<file path="src/rtl/iter_multiplier_8x8b_pkg.sv">
// Shared types and constants for the 8x8 iterative shift-add multiplier.
package iter_multiplier_8x8b_pkg;

  localparam int OPND_W    = 8;
  localparam int PROD_W    = 16;
  localparam int NUM_STEPS = 8;
  localparam int CNT_W     = 3;

  typedef enum logic [1:0] {
    IDLE = 2'd0,
    CALC = 2'd1,
    DONE = 2'd2
  } state_e;

endpackage

</file>
<file path="src/rtl/partial_product_1x8b.sv">
// One row of the shift-add multiplier: an 8-bit operand gated by a single select bit.
module partial_product_1x8b
  import iter_multiplier_8x8b_pkg::*;
(
  input  logic [OPND_W-1:0] opnd,
  input  logic              sel,
  output logic [OPND_W-1:0] pp
);

  assign pp = opnd & {OPND_W{sel}};

endmodule

</file>
<file path="src/rtl/iter_multiplier_8x8b.sv">
// Unsigned 8x8 multiplier, one shift-add step per cycle, fixed 8-cycle CALC phase.
// Handshake: a transfer happens on a rising edge where val and rdy of the same
// stream are both 1; rdy/val are pure functions of the FSM state (no comb path).
module iter_multiplier_8x8b
  import iter_multiplier_8x8b_pkg::*;
(
  input  logic              clk,
  input  logic              rst_n,
  input  logic              istream_val,
  output logic              istream_rdy,
  input  logic [OPND_W-1:0] in0,
  input  logic [OPND_W-1:0] in1,
  output logic              ostream_val,
  input  logic              ostream_rdy,
  output logic [PROD_W-1:0] prod,
  output logic [1:0]        state_dbg
);

  state_e              state_q, state_d;
  logic [PROD_W-1:0]   mcand_q, mcand_d;
  logic [PROD_W-1:0]   acc_q, acc_d;
  logic [OPND_W-1:0]   mplier_q, mplier_d;
  logic [CNT_W-1:0]    cnt_q, cnt_d;
  logic [PROD_W-1:0]   pp;

  // The 16-bit shifted multiplicand is gated as two byte-wide rows.
  partial_product_1x8b u_pp_lo (
    .opnd (mcand_q[OPND_W-1:0]),
    .sel  (mplier_q[0]),
    .pp   (pp[OPND_W-1:0])
  );

  partial_product_1x8b u_pp_hi (
    .opnd (mcand_q[PROD_W-1:OPND_W]),
    .sel  (mplier_q[0]),
    .pp   (pp[PROD_W-1:OPND_W])
  );

  always_ff @(posedge clk or negedge rst_n) begin
    if (!rst_n) begin
      state_q  <= IDLE;
      mcand_q  <= '0;
      acc_q    <= '0;
      mplier_q <= '0;
      cnt_q    <= '0;
    end else begin
      state_q  <= state_d;
      mcand_q  <= mcand_d;
      acc_q    <= acc_d;
      mplier_q <= mplier_d;
      cnt_q    <= cnt_d;
    end
  end

  always_comb begin
    state_d = state_q;
    case (state_q)
      IDLE: if (istream_val) state_d = CALC;
      CALC: if (cnt_q == CNT_W'(NUM_STEPS - 1)) state_d = DONE;
      DONE: if (ostream_rdy) state_d = IDLE;
      default: state_d = IDLE;
    endcase
  end

  always_comb begin
    mcand_d  = mcand_q;
    acc_d    = acc_q;
    mplier_d = mplier_q;
    cnt_d    = cnt_q;
    case (state_q)
      IDLE: begin
        if (istream_val) begin
          mcand_d  = {{(PROD_W - OPND_W){1'b0}}, in0};
          mplier_d = in1;
          acc_d    = '0;
          cnt_d    = '0;
        end
      end
      CALC: begin
        acc_d    = acc_q + pp;
        mcand_d  = mcand_q << 1;
        mplier_d = mplier_q >> 1;
        cnt_d    = cnt_q + CNT_W'(1);
      end
      DONE: ;
      default: begin
        mcand_d  = '0;
        acc_d    = '0;
        mplier_d = '0;
        cnt_d    = '0;
      end
    endcase
  end

  always_comb begin
    istream_rdy = (state_q == IDLE);
    ostream_val = (state_q == DONE);
    prod        = acc_q;
    state_dbg   = state_q;
  end

endmodule

</file>
<file path="config.mk">
export PLATFORM = sky130hd
export DESIGN_NAME = iter_multiplier_8x8b
export DESIGN_NICKNAME = d
export VERILOG_FILES = /design/src/rtl/iter_multiplier_8x8b_pkg.sv /design/src/rtl/partial_product_1x8b.sv /design/src/rtl/iter_multiplier_8x8b.sv
export SDC_FILE = /design/constraint.sdc
export NUM_CORES = 1
export LEC_CHECK = 0
export CORE_MARGIN = 5
export CORE_UTILIZATION = 35
export DETAILED_ROUTE_END_ITERATION = 7
export PLACE_DENSITY = 0.58
export SLEW_MARGIN = 20
export SYNTH_ARGS = -nofsm -noshare
export SYNTH_HDL_FRONTEND = slang
export SYNTH_SLANG_ARGS = --single-unit
export TNS_END_PERCENT = 5
</file>
<file path="constraint.sdc">
create_clock -name clk -period 2.7 [get_ports clk]
set_input_delay 0.405 -clock clk [delete_from_list [all_inputs] [get_ports clk]]
set_output_delay 0.405 -clock clk [all_outputs]
set_load 0.01 [all_outputs]
</file>
==> metrics.md, run 1 <==
| Metric | Value |
|---|---|
| Core box area | 7290 µm² |
| Met3 wire len | 256 µm |
| Antenna violations before repair | 0 |
| Crit Path Class | reg2reg |
| CTS buffer count | 5 |
| FP Rows | 31 |
| Final ANT Viol Nets | 0 |
| DPL Wire Length | 4.23 mm |
| Worst Tran Pin Value | 664 ps |
| Share of cells above drive strength 1 | 0.0769 |
| Commonest non-fill, non-tap cells in the layout | nand2_1 (49), dfrtp_1 (44), clkdlybuf4s50_1 (38) |
| Clock sinks | 45 |
| # hold bufs at CTS | 0 |
| Max-cap violations | 0 |
| M1 wire length | 2.76 mm |
| Clk Latency, worst-skew pair | 310 ps |
| Syn Area/Cell | 9.24 µm² |
| Worst R2R Setup Slack | 340 ps |
| Seq cells post-synth | 45 |
| CTS H-tree lvls | 2 |
| Combinational group share of total power | 0.432 |
| Die ar. | 9390 µm² |
| Area Growth Syn to Fin | 23.4% |
| Int Pwr | 1.81 mW |
| FF-to-FF Start | mplier_q[0]$_DFFE_PN0P_ |
| Clk_skew | 11.2 ps |
| Mapped Cells | 286 |
| Fmax | 424 MHz |
| CTS tree | built |
| EDFF count, synth | 0 |
| Longest Clk Path Bufs | 2 |
| CP arrival | 2590 ps |
| Psw | 1.15 mW |
| Worst-path fanout max | 17 |
| Post-cts repair resize count | 0 |
| Filler Cells Inserted | 753 |
| Asr flop ratio synth | 1.00 |
| Tmin final | 2360 ps |
| Setup Viol. Count Final | 0 |
| Total length of routed wires | 5.76 mm |
| Metal2 WL | 2.68 mm |
| Most common cell after layout, fill and taps aside | nand2_1 |
| Period utilization | 0.873 |
| Synth warn | 0 |
| Clock Tree Root | clkbuf_8 |
| CP Launch Type | flip-flop |
| Wirelength per Cell | 13.6 µm |
| Hold/Removal Path Class | in2async |
| Synth Flop Type | dfrtp_1 |
| Initial core utilization | 0.363 |
| Number of global-route vias before repair | 2059 |
| Pwr dens | 908 nW/µm² |
| Max-slew violation count | 0 |
| Nets | 362 |
| DR vias/cell | 4.94 |
| CP endpoint | prod[10]$_DFFE_PN0P_ |
| Reg2Reg Capture Point | prod[10]$_DFFE_PN0P_ |
| Die height | 96.9 µm |
| Sequential-to-total area share from yosys stat | 0.426 |
| Crit. End Element | flip-flop |
| GP Congestion | 0.883 |
| Diode count | 0 |
| Synth area leaders | dfrtp_1 (43%), ha_1 (8.0%), nand2_1 (7.0%) |
| Post-synth top area share | 0.426 |
| Peak VDD IR | 0.322 mV |
| Post-synth top area cell | dfrtp_1 |
| Critical path origin | mplier_q[0]$_DFFE_PN0P_ |
| Largest net degree at the start of global routing | 46 |
| Fin cells | 424 |
| R2r worst-path depth | 10 |
| Die W | 96.9 µm |
| Slew margin rel. | 0.557 |
| Vias | 2093 |
| Sum of negative setup slack | 0 ps |
| Final count of hold timing violations | 0 |
| Top sig layer | met4 |
| GR Overflow Total | 0 |
| Clk pin slew, worst setup/hold paths | 100 ps |
| Clock Power Share | 0.183 |
| Critical Path RT | 2930 ps |
| 1st-iter DRT viols | 60 |
| IO Pins | 40 |
| Flop pwr share | 0.385 |
| Residual DRC count | 0 |
| Syn Nets | 324 |
| LEAKAGE | 1.43 nW |
| Net Sw Frac | 0.388 |
| Post-CTS Setup Bufs | 0 |
| Port Buffer Count | 39 |
| Synth cell types | 40 |
| Status | finished, final reports clean |
| First-pass GRT wire length | 9.98 mm |
| DP Cell Count | 416 |
| RSZ-0062 raised after global routing | false |
| Total track usage | 0.128 |
| Total power | 2.96 mW |
| Synthesized area | 2640 µm² |
| Detailed Routing Iterations Pass 1 | 4 |
==> final cells by class <==
| cell class | count | area (µm²) | share of cell area |
|---|---|---|---|
| repair buffers | 46 | 438 | 0.134 |
| multi-input cells | 217 | 1420 | 0.436 |
| inverters | 9 | 33.8 | 0.0104 |
| well taps | 99 | 124 | 0.0380 |
| flip-flops and latches | 45 | 1130 | 0.346 |
| clock buffers | 5 | 68.8 | 0.0211 |
| clock inverters | 3 | 47.5 | 0.0146 |
==> worst min path at each step <==
| stage | from | to | slack, ps | depth (start not counted) |
|---|---|---|---|---|
| floorplan | rst_n | cnt_q[0]$_DFFE_PN0P_ | 110 | 0 |
| global placement | mplier_q[7]$_DFFE_PN0P_ | mplier_q[6]$_DFFE_PN0P_ | 460 | 2 |
| detailed placement | mplier_q[1]$_DFFE_PN0P_ | mplier_q[1]$_DFFE_PN0P_ | 480 | 2 |
| CTS | rst_n | mplier_q[7]$_DFFE_PN0P_ | 180 | 2 |
| global route | rst_n | mplier_q[7]$_DFFE_PN0P_ | 210 | 2 |
| finish | rst_n | mplier_q[7]$_DFFE_PN0P_ | 160 | 2 |
==> layer usage <==
metal | GRT usage | vias to the layer above
met2 | 0.210 | 35
met5 | 0 | -
met3 | 0.0374 | 6
li1 | - | 1071
met4 | 0.0356 | 0
met1 | 0.165 | 981
==> cells in the mapped netlist (2+ instances only) <==
cell type  count
a21o_1         4
o21ai_0       28
o21ai_1        3
inv_1          9
nor2b_1        5
nand2b_1       2
xor2_1         7
o21a_1         2
ha_1          17
nand4_1        2
o21ai_2        2
buf_2          4
nor2_1        14
o31ai_1        2
xnor2_1        8
mux2i_1        5
dfrtp_1       45
clkbuf_1       9
a22o_1        12
nand2_1       49
a41oi_1        2
and2_1        16
a21oi_1       19
o21bai_1       3
a22oi_1        2
==> cell families after synthesis <==
kind of cell	after synthesis	share of synthesized area
compound gates	88	0.223
flops	45	0.426
xor+xnor	15	0.0497
buf+inv	24	0.0388
mux	5	0.0189
simple gates	91	0.155
fa+ha+maj	18	0.0880
==> critical path, stage by stage, from the launching register on <==
cell and delay (ps):
dfrtp_2 480, and2_1 160, ha_1 200, inv_1 70
fa_1 400, nor2b_1 120, o21ai_0 130, o21ai_2 280
a41oi_1 170, xor2_1 160, o21ai_0 140
==> flip-flops by register name, indices dropped and copies added (netlist names) <==
| signal | cells |
|---|---|
| mcand_q | 16 |
| prod | 16 |
| mplier_q | 8 |
| cnt_q | 3 |
| state_dbg | 2 |
==> through the flow <==
step | hold slack (ps) | setup slack [ps] | cell area, µm² | utilization
final | 164 | 344 | 3260 | 0.447
after global routing | 207 | 17.6 | 3260 | 0.447
after CTS | 184 | 168 | 3260 | 0.446
after detailed placement | 479 | 183 | 3140 | 0.431
after global placement | 464 | 284 | 3140 | 0.431
after floorplan | 109 | 373 | 2640 | -
==> power by group through the flow <==
stage	combinational, mW	sequential [mW]	clock [mW]
2_1_floorplan	0.834	1.13	0
3_3_place_gp	1.28	1.15	0
3_5_place_dp	1.30	1.16	0
4_1_cts	1.30	1.14	0.560
5_1_grt	1.44	1.18	0.592
6_report	1.28	1.14	0.541
(Power assumes the default switching activity.)
==> run 2, diff against run 1 <==
ABC_AREA = 1   (was unset)
PLACE_DENSITY = 0.57   (was 0.58)
==> metrics.md, run 2 <==
| Metric | Value |
|---|---|
| Port Buffer Count | 39 (unchanged) |
| Crit. End Element | flip-flop (unchanged) |
| Synth Flop Type | dfrtp_1 (unchanged) |
| IO Pins | 40 (unchanged) |
| Die height | 100 µm (was 96.9 µm) |
| Hold/Removal Path Class | reg2reg (was in2async) |
| Diode count | 0 (unchanged) |
| Filler Cells Inserted | 821 (was 753) |
| Hold Path End | mplier_q[7]$_DFFE_PN0P_ |
| Post-CTS Setup Bufs | 0 (unchanged) |
| Final instance area | 3430 µm² (was 3260 µm²) |
| DR vias/cell | 4.71 (was 4.94) |
| GP Congestion | 0.805 (was 0.883) |
| Hold Path Depth | 2 |
| Commonest non-fill, non-tap cells in the layout | nand2_1 (135), inv_1 (72), dfrtp_1 (45) (was nand2_1 (49), dfrtp_1 (44), clkdlybuf4s50_1 (38)) |
| Final ANT Viol Nets | 0 (unchanged) |
| Syn Nets | 431 (was 324) |
| Synth top cells by count | nand2_1 (135), inv_1 (72), dfrtp_1 (45) (was nand2_1 (49), dfrtp_1 (45), o21ai_0 (28)) |
| Worst Tran Pin Value | 505 ps (was 664 ps) |
| Syn Area/Cell | 7.23 µm² (was 9.24 µm²) |
| R2r worst-path depth | 13 (was 10) |
| Initial core utilization | 0.364 (was 0.363) |
| Tmin final | 2120 ps (was 2360 ps) |
| CTS tree | built (unchanged) |
| Synth warn | 0 (unchanged) |
| Residual DRC count | 0 (unchanged) |
| Clk pin slew, worst setup/hold paths | 100 ps (about the same) |
| Placed inst area | 3310 µm² (was 3140 µm²) |
| Wirelength per Cell | 12.5 µm (was 13.6 µm) |
| CTS buffer count | 5 (unchanged) |
| Post-synth top area share | 0.396 (was 0.426) |
| CP Launch Type | flip-flop (unchanged) |
| Total track usage | 0.148 (was 0.128) |
| Clock sinks | 45 (unchanged) |
| Status | finished, final reports clean (unchanged) |
| DP Cell Count | 526 (was 416) |
| Most common cell after layout, fill and taps aside | nand2_1 (unchanged) |
| Multi-input gate area | 1370 µm² (was 1420 µm²) |
| Clk Latency, worst-skew pair | 310 ps (about the same) |
| Fmax | 472 MHz (was 424 MHz) |
| First-pass GRT wire length | 11.9 mm (was 9.98 mm) |
| Die ar. | 10000 µm² (was 9390 µm²) |
| GR Overflow Total | 0 (unchanged) |
| 1st-iter DRT viols | 64 (was 60) |
| Asr flop ratio synth | 1.00 (unchanged) |
| FP Rows | 32 (was 31) |
| Largest net degree at the start of global routing | 35 (was 46) |
| Critical path origin | mplier_q[0]$_DFFE_PN0P_ (unchanged) |
| Synth area leaders | dfrtp_1 (40%), nand2_1 (18%), inv_1 (9.5%) (was dfrtp_1 (43%), ha_1 (8.0%), nand2_1 (7.0%)) |
| LEAKAGE | 1.87 nW (was 1.43 nW) |
| Slew margin rel. | 0.662 (was 0.557) |
| Reg2Reg Capture Point | prod[12]$_DFFE_PN0P_ (was prod[10]$_DFFE_PN0P_) |
| Flip-flop and latch area | 1130 µm² (about the same) |
| Longest Clk Path Bufs | 2 (unchanged) |
| Nets | 470 (was 362) |
| FF-to-FF Start | mplier_q[0]$_DFFE_PN0P_ (unchanged) |
| Post-synth top area cell | dfrtp_1 (unchanged) |
| Clk_skew | 15.0 ps (was 11.2 ps) |
| Core box area | 7810 µm² (was 7290 µm²) |
| Total length of routed wires | 6.67 mm (was 5.76 mm) |
| Area Growth Syn to Fin | 20.8% (was 23.4%) |
| Final core utilization | 0.440 (was 0.447) |
| Worst-path fanout max | 17 (unchanged) |
| Worst R2R Setup Slack | 580 ps (was 340 ps) |
| CTS H-tree lvls | 2 (unchanged) |
| Detailed Routing Iterations Pass 1 | 4 (unchanged) |
| Synth cell types | 33 (was 40) |
| Share of cells above drive strength 1 | 0.0440 (was 0.0769) |
| Max-cap violations | 0 (unchanged) |
| Final count of hold timing violations | 0 (unchanged) |
| Sum of negative setup slack | 0 ps (unchanged) |
| Period utilization | 0.785 (was 0.873) |
| Antenna violations before repair | 0 (unchanged) |
| Count leader, synth | nand2_1 (unchanged) |
| Sequential-to-total area share from yosys stat | 0.396 (was 0.426) |
| RSZ-0062 raised after global routing | false (unchanged) |
| Fin cells | 534 (was 424) |
| Max-slew violation count | 0 (unchanged) |
| Vias | 2513 (was 2093) |
| Setup Viol. Count Final | 0 (unchanged) |
| Number of global-route vias before repair | 2569 (was 2059) |
| EDFF count, synth | 0 (unchanged) |
| Mapped Cells | 393 (was 286) |
| Clock Tree Root | clkbuf_8 (unchanged) |
| DPL Wire Length | 5.01 mm (was 4.23 mm) |
| Synthesized area | 2840 µm² (was 2640 µm²) |
| CP arrival | 2330 ps (was 2590 ps) |
| Die W | 100 µm (was 96.9 µm) |
| Seq cells post-synth | 45 (unchanged) |
| Critical Path RT | 2910 ps (was 2930 ps) |
| Pwr dens | 874 nW/µm² (was 908 nW/µm²) |
| Final hold slack | 475 ps (was 164 ps) |
| Hold Startpoint | mplier_q[7]$_DFFE_PN0P_ |
| Crit Path Class | reg2reg (unchanged) |
| Peak VDD IR | 0.419 mV (was 0.322 mV) |
-- run 2: area by class of cell --
class | count | share of cell area
tap | 102 | 0.0372
inverter | 74 | 0.0809
sequential | 45 | 0.328
clock inverter | 2 | 0.0113
multi-input combinational | 262 | 0.398
clock buffer | 5 | 0.0201
timing repair buffer | 44 | 0.124
-- run 2: critical path, cell delays in order, from the launching register on --
cell	delay, ps
dfrtp_1	620
nand2_1	100
inv_1	70
ha_1	160
inv_1	50
fa_1	400
inv_1	90
nand3_1	70
nand3_1	120
nand3_1	110
nand3_1	80
nand2_1	50
nand3_1	60
nand2_1	50
-- run 2: per-layer routing --
metal	GRT usage	vias up	routed length (µm)
met5	0	-	0
met4	0.0404	0	73
met3	0.0278	8	258
met2	0.252	37	3100
met1	0.191	1147	3230
li1	-	1321	-
-- run 2: worst max-delay path by stage --
| stage | slack [ps] | to | cells past startpoint |
|---|---|---|---|
| floorplan | 630 | prod[12]$_DFFE_PN0P_ | 15 |
| global placement | 610 | prod[12]$_DFFE_PN0P_ | 13 |
| detailed placement | 570 | prod[12]$_DFFE_PN0P_ | 13 |
| CTS | 570 | prod[12]$_DFFE_PN0P_ | 13 |
| global route | 310 | prod[12]$_DFFE_PN0P_ | 13 |
| finish | 580 | prod[12]$_DFFE_PN0P_ | 13 |
-- run 2: per-stage QoR --
| stage | setup WS [ps] | total power, mW |
|---|---|---|
| floorplan | 629 | 2.02 |
| global placement | 613 | 2.49 |
| detailed placement | 572 | 2.51 |
| CTS | 565 | 3.04 |
| global route | 309 | 3.29 |
| finish | 580 | 3.00 |
-- run 2: cells by family (layout without fill, tap and decap cells) --
| family | count (synthesis) | count (layout) | synth area share |
|---|---|---|---|
| xor gates and xnor gates | 3 | 3 | 0.00925 |
| AOI/OAI and AO/OA | 43 | 43 | 0.101 |
| adders and majority gates | 18 | 18 | 0.0819 |
| buffers and inverters | 86 | 125 | 0.122 |
| and+or+nand+nor | 198 | 198 | 0.289 |
| DFF | 45 | 45 | 0.396 |
-- run 2: repair_timing --
action,in CTS,in global routing
endpoints found under the hold margin,11,0
hold buffers,1,0
resized for setup,0,0
-- run 2: power by group --
group          internal [mW]  switching (mW)
sequential             0.927           0.197
clock                  0.274           0.254
combinational          0.579           0.769
==> run 3, diff against run 2 <==
clock period = 1.99 ns   (was 2.7 ns; I/O delays follow)
==> metrics.md, run 3 (synthesis results as in run 2) <==
| Metric | Value |
|---|---|
| Clock Tree Root | clkbuf_8 (unchanged) |
| Largest net degree at the start of global routing | 25 (was 35) |
| Longest Clk Path Bufs | 2 (unchanged) |
| Most common cell after layout, fill and taps aside | nand2_1 (unchanged) |
| Diode count | 0 (unchanged) |
| Clock sinks | 45 (unchanged) |
| FP Rows | 32 (unchanged) |
| Total length of routed wires | 6.90 mm (was 6.67 mm) |
| Port Buffer Count | 39 (unchanged) |
| Core box area | 7810 µm² (unchanged) |
| Die W | 100 µm (unchanged) |
| Hold/Removal Path Class | in2async (was reg2reg) |
| Final ANT Viol Nets | 0 (unchanged) |
| Antenna violations before repair | 0 (unchanged) |
| Nets | 475 (was 470) |
| Pwr dens | 1180 nW/µm² (was 874 nW/µm²) |
| LEAKAGE | 1.89 nW (was 1.87 nW) |
| Residual DRC count | 0 (unchanged) |
| Worst Tran Pin Value | 451 ps (was 505 ps) |
| Place WS | 53.1 ps (was 572 ps) |
| Final core utilization | 0.460 (was 0.440) |
| Die height | 100 µm (unchanged) |
| Fmax | 535 MHz (was 472 MHz) |
| CTS buffer count | 5 (unchanged) |
| Post-CTS Setup Bufs | 0 (unchanged) |
| Peak VDD IR | 0.721 mV (was 0.419 mV) |
| CP arrival | 2080 ps (was 2330 ps) |
| First-pass GRT wire length | 11.9 mm (unchanged) |
| Final instance area | 3590 µm² (was 3430 µm²) |
| Share of cells above drive strength 1 | 0.0936 (was 0.0440) |
| Detailed Routing Iterations Pass 1 | 4 (unchanged) |
| Vias | 2555 (was 2513) |
| Max-cap violations | 0 (unchanged) |
| CTS tree | built (unchanged) |
| 1st-iter DRT viols | 104 (was 64) |
| Clk Latency, worst-skew pair | 310 ps (about the same) |
| Critical Path RT | 2200 ps (was 2910 ps) |
| CP Launch Type | flip-flop (unchanged) |
| Initial core utilization | 0.364 (unchanged) |
| GR Overflow Total | 0 (unchanged) |
| Number of global-route vias before repair | 2557 (was 2569) |
| Final hold slack | 457 ps (was 475 ps) |
| Worst-path fanout max | 13 (was 17) |
| Total track usage | 0.147 (was 0.148) |
| Clk pin slew, worst setup/hold paths | 100 ps (about the same) |
| Commonest non-fill, non-tap cells in the layout | nand2_1 (133), inv_1 (72), dfrtp_1 (44) (was nand2_1 (135), inv_1 (72), dfrtp_1 (45)) |
| Final count of hold timing violations | 0 (unchanged) |
| DPL Wire Length | 5.15 mm (was 5.01 mm) |
| Area Growth Syn to Fin | 26.3% (was 20.8%) |
| Die ar. | 10000 µm² (unchanged) |
| Slew margin rel. | 0.700 (was 0.662) |
| Crit Path Class | reg2reg (unchanged) |
| Clk_skew | 4.01 ps (was 15.0 ps) |
| Status | finished, final reports clean (unchanged) |
| IO Pins | 40 (unchanged) |
| Crit. End Element | flip-flop (unchanged) |
| Setup Viol. Count Final | 0 (unchanged) |
| GP Congestion | 0.858 (was 0.805) |
| Period utilization | 0.940 (was 0.785) |
| Setup ws final | 120 ps (was 580 ps) |
| Placed inst area | 3360 µm² (was 3310 µm²) |
| Tmin final | 1870 ps (was 2120 ps) |
| CTS H-tree lvls | 2 (unchanged) |
| DR vias/cell | 4.73 (was 4.71) |
| Max-slew violation count | 0 (unchanged) |
| Wirelength per Cell | 12.8 µm (was 12.5 µm) |
| Sum of negative setup slack | 0 ps (unchanged) |
| Filler Cells Inserted | 785 (was 821) |
[run 3: cell count changes in the layout (fill, tap and decap cells not counted), sizes merged]
cell / before / now
clkinv: 0 / 1
buf: 5 / 10
bufinv: 1 / 0
clkbuf: 5 / 6
[run 3: what timing repair did]
action | 4_1_cts | 5_1_grt
hold endpoints to repair | 16 | 0
hold buffers | 1 | 0
gates resized for setup | 0 | 17
setup endpoints to repair | 0 | 10
[run 3: stage by stage]
step,cells,power [mW]
floorplan,393,2.75
global placement,531,3.45
detailed placement,531,3.48
CTS,540,4.14
global route,540,4.58
finish,540,4.22
[run 3: final timing paths]
path	start	to	slack (ps)	cells past startpoint
worst max register to register	mplier_q[0]$_DFFE_PN0P_	prod[14]$_DFFE_PN0P_	120	12
worst min-delay path	rst_n	prod[8]$_DFFE_PN0P_	460	2
worst min register to register	mplier_q[7]$_DFFE_PN0P_	mplier_q[7]$_DFFE_PN0P_	480	2
worst max-delay path	mplier_q[0]$_DFFE_PN0P_	prod[14]$_DFFE_PN0P_	120	12
max in group asynchronous	rst_n	mplier_q[0]$_DFFE_PN0P_	950	3
min in group clk	mplier_q[7]$_DFFE_PN0P_	mplier_q[7]$_DFFE_PN0P_	480	2
[run 3: cell type report]
type                            instances  area (µm²)  share of cell area
Sequential cell                        45        1130               0.314
Multi-Input combinational cell        262        1480               0.413
Timing Repair Buffer                   49         475               0.132
Tap cell                              102         128              0.0356
Clock inverter                          2        17.5             0.00488
Clock buffer                            6        82.6              0.0230
Inverter                               74         278              0.0774
[run 3: where the power goes]
| part | total [mW] | switching, mW | internal [mW] |
|---|---|---|---|
| logic | 2.03 | 1.11 | 0.922 |
| clock network | 0.654 | 0.364 | 0.289 |
| registers | 1.54 | 0.277 | 1.26 |
[run 3: layer usage]
metal	track usage	vias to the layer above	share of wire
li1	-	1322	-
met1	0.196	1166	0.49
met2	0.236	53	0.44
met3	0.0292	14	0.045
met4	0.0570	0	0.024
met5	0	-	0
[run 3: worst max-delay path, cell delays in order (launching register included)]
cell and delay (ps):
dfrtp_2 450, buf_12 150, nand2_1 50, inv_1 40, ha_1 350, nand2_1 140
inv_1 50, nand2_1 60, nand2_1 50, a21oi_1 190, nand3_1 100, nand3_1 90
nand2_1 50
